**src/rtl/risc8_boot_pkg.sv**
```systemverilog
// Shared constants and FSM encoding for the SPI-flash boot loader.
package risc8_boot_pkg;

  typedef enum logic [1:0] {
    IDLE = 2'd0,
    CMD  = 2'd1,
    DATA = 2'd2,
    FIN  = 2'd3
  } state_t;

  localparam logic [7:0] FLASH_READ_OP = 8'h03;

endpackage

```
**src/rtl/risc8_spi_shift.sv**
```systemverilog
// SPI mode-0 byte engine: divider, SCK, shift registers and bit count.
// Handshake: a byte is accepted on any clk edge where i_start && o_ready.
// o_ready is high when idle and on the last clk of a byte's final high phase,
// so back-to-back starts produce a continuous SCK.
module risc8_spi_shift #(
  parameter int SPI_DIV = 2
) (
  input  logic       clk,
  input  logic       reset,
  input  logic       i_start,
  input  logic [7:0] i_tx_byte,
  output logic       o_ready,
  input  logic       i_abort,
  input  logic       i_miso,
  output logic       o_sck,
  output logic       o_mosi,
  output logic       o_rx_valid,
  output logic [7:0] o_rx_byte
);

  localparam logic [7:0] DIV_RELOAD = 8'(SPI_DIV - 1);

  logic       r_busy;
  logic       r_sck;
  logic       r_mosi;
  logic       r_rx_valid;
  logic [7:0] r_div;
  logic [7:0] r_tx;
  logic [7:0] r_rx;
  logic [2:0] r_bit;
  logic       w_last_cycle;

  assign w_last_cycle = r_busy && r_sck && (r_div == 8'd0) && (r_bit == 3'd7);
  assign o_ready      = !r_busy || w_last_cycle;
  assign o_sck        = r_sck;
  assign o_mosi       = r_mosi;
  assign o_rx_valid   = r_rx_valid;
  assign o_rx_byte    = r_rx;

  always_ff @(posedge clk or posedge reset) begin
    if (reset) begin
      r_busy     <= 1'b0;
      r_sck      <= 1'b0;
      r_mosi     <= 1'b0;
      r_rx_valid <= 1'b0;
      r_div      <= 8'd0;
      r_tx       <= 8'd0;
      r_rx       <= 8'd0;
      r_bit      <= 3'd0;
    end else begin
      r_rx_valid <= 1'b0;
      if (i_abort) begin
        r_busy <= 1'b0;
        r_sck  <= 1'b0;
        r_mosi <= 1'b0;
      end else if (o_ready && i_start) begin
        // Loading always drops SCK, so the first bit gets a full low phase.
        r_busy <= 1'b1;
        r_sck  <= 1'b0;
        r_mosi <= i_tx_byte[7];
        r_tx   <= i_tx_byte;
        r_bit  <= 3'd0;
        r_div  <= DIV_RELOAD;
      end else if (r_busy) begin
        if (r_div != 8'd0) begin
          r_div <= r_div - 8'd1;
        end else begin
          r_div <= DIV_RELOAD;
          if (!r_sck) begin
            r_sck      <= 1'b1;
            r_rx       <= {r_rx[6:0], i_miso};
            r_rx_valid <= (r_bit == 3'd7);
          end else begin
            r_sck <= 1'b0;
            if (r_bit == 3'd7) begin
              r_busy <= 1'b0;
              r_mosi <= 1'b0;
            end else begin
              r_bit  <= r_bit + 3'd1;
              r_tx   <= {r_tx[6:0], 1'b0};
              r_mosi <= r_tx[6];
            end
          end
        end
      end
    end
  end

endmodule

```
**src/rtl/risc8_boot_loader.sv**
```systemverilog
// Copies LOAD_LEN bytes from SPI flash into RAM while holding the CPU in reset,
// then hands the RAM port to the CPU.
module risc8_boot_loader
  import risc8_boot_pkg::*;
#(
  parameter logic [23:0] FLASH_ADDR = 24'h020000,
  parameter logic [15:0] RAM_BASE   = 16'h0000,
  parameter logic [16:0] LOAD_LEN   = 17'd65536,
  parameter int          SPI_DIV    = 2
) (
  input  logic        clk,
  input  logic        reset,
  output logic        spi_cs_n,
  output logic        spi_sck,
  output logic        spi_mosi,
  input  logic        spi_miso,
  input  logic        cpu_wen,
  input  logic [15:0] cpu_addr,
  input  logic [7:0]  cpu_wdata,
  output logic        ram_wen,
  output logic [15:0] ram_addr,
  output logic [7:0]  ram_wdata,
  output logic        cpu_reset,
  output logic        done,
  output state_t      dbg_state
);

  state_t      r_state;
  logic        r_cs_n;
  logic        r_ram_wen;
  logic [15:0] r_ram_addr;
  logic [7:0]  r_ram_wdata;
  logic [15:0] r_next_addr;
  logic [1:0]  r_cmd_idx;
  logic [16:0] r_req_cnt;
  logic [16:0] r_wr_cnt;
  logic        r_done;
  logic        r_cpu_reset;

  logic        w_start;
  logic        w_ready;
  logic [7:0]  w_tx_byte;
  logic        w_rx_valid;
  logic [7:0]  w_rx_byte;
  logic        w_data_valid;
  logic        w_last_write;
  logic        w_sck;
  logic        w_mosi;
  logic        w_fin;

  assign w_start = (r_state == CMD) || ((r_state == DATA) && (r_req_cnt != LOAD_LEN));

  always_comb begin
    w_tx_byte = 8'h00;
    if (r_state == CMD) begin
      case (r_cmd_idx)
        2'd0:    w_tx_byte = FLASH_READ_OP;
        2'd1:    w_tx_byte = FLASH_ADDR[23:16];
        2'd2:    w_tx_byte = FLASH_ADDR[15:8];
        default: w_tx_byte = FLASH_ADDR[7:0];
      endcase
    end
  end

  // The last command byte completes after DATA is entered; no data byte has
  // been requested yet at that point, which is how it is told apart.
  assign w_data_valid = w_rx_valid && (r_state == DATA) && (r_req_cnt != 17'd0);
  assign w_last_write = w_data_valid && (r_wr_cnt == LOAD_LEN - 17'd1);

  risc8_spi_shift #(.SPI_DIV(SPI_DIV)) u_spi (
    .clk        (clk),
    .reset      (reset),
    .i_start    (w_start),
    .i_tx_byte  (w_tx_byte),
    .o_ready    (w_ready),
    .i_abort    (w_last_write),
    .i_miso     (spi_miso),
    .o_sck      (w_sck),
    .o_mosi     (w_mosi),
    .o_rx_valid (w_rx_valid),
    .o_rx_byte  (w_rx_byte)
  );

  always_ff @(posedge clk or posedge reset) begin
    if (reset) begin
      r_state     <= IDLE;
      r_cs_n      <= 1'b1;
      r_ram_wen   <= 1'b0;
      r_ram_addr  <= RAM_BASE;
      r_ram_wdata <= 8'h00;
      r_next_addr <= RAM_BASE;
      r_cmd_idx   <= 2'd0;
      r_req_cnt   <= 17'd0;
      r_wr_cnt    <= 17'd0;
      r_done      <= 1'b0;
      r_cpu_reset <= 1'b1;
    end else begin
      r_ram_wen <= 1'b0;
      case (r_state)
        IDLE: begin
          if (LOAD_LEN == 17'd0) begin
            r_state     <= FIN;
            r_done      <= 1'b1;
            r_cpu_reset <= 1'b0;
          end else begin
            r_state <= CMD;
            r_cs_n  <= 1'b0;
          end
        end
        CMD: begin
          if (w_ready) begin
            if (r_cmd_idx == 2'd3) r_state <= DATA;
            else r_cmd_idx <= r_cmd_idx + 2'd1;
          end
        end
        DATA: begin
          if (w_ready && w_start) r_req_cnt <= r_req_cnt + 17'd1;
          if (w_data_valid) begin
            r_ram_wen   <= 1'b1;
            r_ram_addr  <= r_next_addr;
            r_ram_wdata <= w_rx_byte;
            r_next_addr <= r_next_addr + 16'd1;
            r_wr_cnt    <= r_wr_cnt + 17'd1;
            if (w_last_write) r_cs_n <= 1'b1;
          end
          // FIN follows one cycle after the final write so that pulse is not
          // masked by the CPU pass-through.
          if (r_wr_cnt == LOAD_LEN) begin
            r_state     <= FIN;
            r_done      <= 1'b1;
            r_cpu_reset <= 1'b0;
          end
        end
        FIN:     r_state <= FIN;
        default: r_state <= IDLE;
      endcase
    end
  end

  assign w_fin     = (r_state == FIN);
  assign spi_cs_n  = r_cs_n;
  assign spi_sck   = w_sck;
  assign spi_mosi  = w_mosi;
  assign ram_wen   = w_fin ? cpu_wen   : r_ram_wen;
  assign ram_addr  = w_fin ? cpu_addr  : r_ram_addr;
  assign ram_wdata = w_fin ? cpu_wdata : r_ram_wdata;
  assign cpu_reset = r_cpu_reset;
  assign done      = r_done;
  assign dbg_state = r_state;

endmodule

```
**config.mk**
```make
export PLATFORM = sky130hd
export DESIGN_NAME = risc8_boot_loader
export DESIGN_NICKNAME = d
export VERILOG_FILES = /design/src/rtl/risc8_boot_pkg.sv /design/src/rtl/risc8_spi_shift.sv /design/src/rtl/risc8_boot_loader.sv
export SDC_FILE = /design/constraint.sdc
export NUM_CORES = 1
export LEC_CHECK = 0
export ABC_AREA = 1
export CORE_UTILIZATION = 35
export CTS_CLUSTER_SIZE = 10
export DETAILED_ROUTE_END_ITERATION = 10
export PLACE_DENSITY = 0.63
export SLEW_MARGIN = 20
export SYNTH_ARGS = -nofsm -noshare
export SYNTH_HDL_FRONTEND = slang
export SYNTH_SLANG_ARGS = --single-unit
```
**constraint.sdc**
```tcl
create_clock -name clk -period 5 [get_ports clk]
set_input_delay 1 -clock clk [delete_from_list [all_inputs] [get_ports clk]]
set_output_delay 1 -clock clk [all_outputs]
set_load 0.01 [all_outputs]
```
==> metrics <==
reg-to-reg critical path startpoint r_wr_cnt[1]; placeable core region 16120 um2; data arrival time of the critical path 2.20 ns; total nets after synthesis 698; Worst Setup Start Kind primary input; initial antenna violation count 0; routed wirelength normalized by instance count 12.13 um; die height 131.5 um; Final Hold Fails 0; Netlist cell types 37; count of fill cells added during filler insertion 1603; total number of vias 4373; relative max-transition margin 37.43%; drt via density 4.657; global placer's final weighted congestion 0.8249; Die X 131.5 um; cell seen most often among critical-path stages sky130_fd_sc_hd__clkdlybuf4s50_1; CTS HTree Levels 3; fraction of final layout cells sized beyond drive strength 1 14.25%; Worst Hold Slack 0.4541 ns; achievable frequency 0.3129 GHz; clock tree from TritonCTS done; reported leakage power 3.229 nW; post-layout net count 758; final critical delay including setup and external delays 3.196 ns; largest fanout of any net on the critical path 1; largest net degree at the start of global routing 79; via count of the first global-routing pass 4099; number of DRC violations after detailed routing 0; number of synthesized flops with an enable pin 0; worst-case register-to-register setup slack 2.60 ns; count of instances resized after the clock tree is built 0; largest incremental delay on the critical path 0.56 ns; n_diodes 0; mapped cell area 5873 um2; number of buffers and inverters on the critical path 2; number of DRC markers in iteration 0 299; data required time of the worst path 4.00 ns; average cell area after synthesis 8.926 um2; number of buffers inserted during clock tree synthesis 9; clock transition at the register clock pins on the worst setup and hold paths after CTS 0.07 ns; family with the most delay on the worst path buffers and inverters; number of max-capacitance violations reported 0; starting density of the core 36.44%; transition time at the pin with the least slew margin 0.9385 ns; final count of pins violating max slew 0; hpwl dp 7970 um; path depth of the worst reg2reg path 12; Die Area 17300 um2; portion of the post-synthesis area used by sequential elements 47.76%; gr ovfl total 0; Detailed Routing Iterations Pass 1 5; Post-synth top flop sky130_fd_sc_hd__dfrtp_1; warnings from Yosys 0; wire length of the first global-routing pass 19600 um; post-CTS setup buffers 0; origin of the worst min-delay path cpu_reset; ratio of total power to cell area 241.2 nW/um2; synth-to-layout area growth 18.96%; clock insertion delay at the later pin of the skew report 0.35 ns; final worst setup slack 1.804 ns; Overall Power 0.001685 W; total of endpoints with negative setup slack in the final report 0; RSZ-0062 raised after global routing no; kind of capture point of the worst setup path output port; endpoint with the worst hold slack cpu_reset; Max IR drop VDD 161.4 uV; final wirelength 11390 um; overall track demand over capacity in global routing 13.87%; Hold/Removal Path Class flop to flop; num rows 46; critical setup path kind primary input to output port; worst flop-to-flop path endpoint u_spi.r_tx[4]; run status finished clean; clk buf depth 2; final sum of negative setup slack 0 ns; share of synthesized flip-flops with an asynchronous set or reset 100.0%; worst hold path stage count 2; input/output buffers 59; Critical-path top delay cell sky130_fd_sc_hd__clkdlybuf4s50_1; IO Pins 60; Cells after Synth 658; Critical Path, Cell by Cell clkdlybuf4s50_1 -> nor2_1 -> a21oi_1 -> clkdlybuf4s50_1; clock sink total 112; number of flip-flops and latches in the synthesized netlist 112; clk root buf sky130_fd_sc_hd__clkbuf_16; remaining antenna violation count 0; Post-CTS Hold Buffers 0; post-placement worst setup slack 1.732 ns; worst clock skew 0.009746 ns; Period Utilization, post-route 63.91%
==> worst max-delay path by stage <==
stage / startpoint / endpoint / cells after the start
floorplan: reset / dbg_state[0] / 1
global placement: cpu_addr[2] / ram_addr[2] / 4
detailed placement: dbg_state[0] / ram_wen / 3
CTS: dbg_state[0] / ram_wen / 3
global route: dbg_state[0] / ram_addr[5] / 3
finish: cpu_addr[0] / ram_addr[0] / 4
==> layout by cell type (no fill, tap or decap), types with 23 or more instances in the layout <==
cell type,Yosys,final
sky130_fd_sc_hd__o21ai_0,33,33
sky130_fd_sc_hd__clkdlybuf4s50_1,0,59
sky130_fd_sc_hd__dfrtp_1,110,110
sky130_fd_sc_hd__mux2_2,23,23
sky130_fd_sc_hd__nor2_1,49,49
sky130_fd_sc_hd__nand3_1,38,38
sky130_fd_sc_hd__nand4_1,23,23
sky130_fd_sc_hd__xor2_1,36,36
sky130_fd_sc_hd__inv_1,65,64
sky130_fd_sc_hd__nand2_1,151,150
==> layout make-up <==
| type | count | area [um2] | area share [%] |
|---|---|---|---|
| Clock buffer | 10 | 229.0 | 3.277 |
| Timing Repair Buffer | 60 | 598.1 | 8.560 |
| Clock inverter | 6 | 73.82 | 1.057 |
| Sequential cell | 112 | 2805 | 40.15 |
| Tap cell | 216 | 270.3 | 3.868 |
| Multi-Input combinational cell | 458 | 2701 | 38.66 |
| Inverter | 77 | 309.0 | 4.423 |
==> power by group <==
part	switching, W	internal [W]	total (W)
combinational	0.0000209	0.0000209	0.0000418
clock	0.000336	0.000396	0.000732
sequential	0.00000308	0.000908	0.000911
==> worst min-delay path, stage by stage, from the launching register on <==
cell	delay, ns
sky130_fd_sc_hd__dfstp_2	0.37
sky130_fd_sc_hd__nand2_1	0.05
sky130_fd_sc_hd__inv_1	0.04
==> metrics by stage <==
step,util (%),cell area (um2),cells
final,43.35,6987,939
after global routing,43.35,6987,939
after CTS,43.34,6984,939
after detailed placement,41.46,6681,923
after global placement,41.46,6681,923
after floorplan,-,5873,658
==> kinds of logic (layout without fill, tap and decap cells) <==
family                     count (synthesis)  in the layout  share of synthesized area, %
DFF                                      112            112                         47.76
adders and majority gates                 12             12                         2.556
AOI/OAI and AO/OA                         49             49                         4.367
and+or+nand+nor                          329            329                         27.91
muxes                                     23             23                         4.410
xor gates and xnor gates                  45             45                         6.711
buffers and inverters                     88            153                         6.285
==> flip-flops by register name, indices dropped and copies added, names as in the netlist <==
| name | cells |
|---|---|
| done | 1 |
| r_cmd_idx | 2 |
| u_spi.r_bit | 3 |
| r_ram_wen | 1 |
| u_spi.r_tx | 7 |
| cpu_reset | 1 |
| u_spi.o_sck | 1 |
| u_spi.r_busy | 1 |
| r_ram_addr | 16 |
| spi_cs_n | 1 |
| r_next_addr | 16 |
| u_spi.r_div | 8 |
| u_spi.o_rx_byte | 8 |
| dbg_state | 2 |
| u_spi.o_mosi | 1 |
| u_spi.o_rx_valid | 1 |
| r_ram_wdata | 8 |
| r_req_cnt | 17 |
| r_wr_cnt | 17 |
==> per-layer routing <==
layer / track usage, % / vias up / share of wire, % / wire length (um)
met5: 0 / - / 0 / 0
met4: 3.682 / 0 / 1.1 / 121
met3: 3.511 / 9 / 3.1 / 356
met2: 22.63 / 52 / 48 / 5516
met1: 18.17 / 2064 / 47 / 5392
li1: - / 2248 / - / -
==> synthesized netlist by cell type, types with 2 or more instances <==
| cell type | count | share of area (%) |
|---|---|---|
| sky130_fd_sc_hd__nand2_1 | 151 | 9.7 |
| sky130_fd_sc_hd__dfrtp_1 | 110 | 47 |
| sky130_fd_sc_hd__inv_1 | 65 | 4.2 |
| sky130_fd_sc_hd__nor2_1 | 49 | 3.1 |
| sky130_fd_sc_hd__nand3_1 | 38 | 3.2 |
| sky130_fd_sc_hd__xor2_1 | 36 | 5.4 |
| sky130_fd_sc_hd__o21ai_0 | 33 | 2.8 |
| sky130_fd_sc_hd__mux2_2 | 23 | 4.4 |
| sky130_fd_sc_hd__nand4_1 | 23 | 2.4 |
| sky130_fd_sc_hd__nor3_1 | 13 | 1.1 |
| sky130_fd_sc_hd__ha_1 | 12 | 2.6 |
| sky130_fd_sc_hd__nor2_2 | 12 | 1.3 |
| sky130_fd_sc_hd__nand2_2 | 11 | 1.2 |
| sky130_fd_sc_hd__inv_2 | 9 | 0.58 |
| sky130_fd_sc_hd__xnor2_1 | 9 | 1.3 |
| sky130_fd_sc_hd__buf_2 | 8 | 0.68 |
| sky130_fd_sc_hd__a21oi_1 | 7 | 0.60 |
| sky130_fd_sc_hd__nor4_1 | 7 | 0.75 |
| sky130_fd_sc_hd__nand2_4 | 5 | 0.96 |
| sky130_fd_sc_hd__o21ai_1 | 5 | 0.43 |
| sky130_fd_sc_hd__nand2_8 | 4 | 1.4 |
| sky130_fd_sc_hd__nor3_2 | 4 | 0.68 |
| sky130_fd_sc_hd__nand3_2 | 3 | 0.51 |
| sky130_fd_sc_hd__nor2_4 | 3 | 0.58 |
| sky130_fd_sc_hd__or2_2 | 3 | 0.32 |
| sky130_fd_sc_hd__dfstp_2 | 2 | 0.89 |
| sky130_fd_sc_hd__inv_4 | 2 | 0.21 |
| sky130_fd_sc_hd__nand3_4 | 2 | 0.60 |
Power figures use the tool's default switching activity.
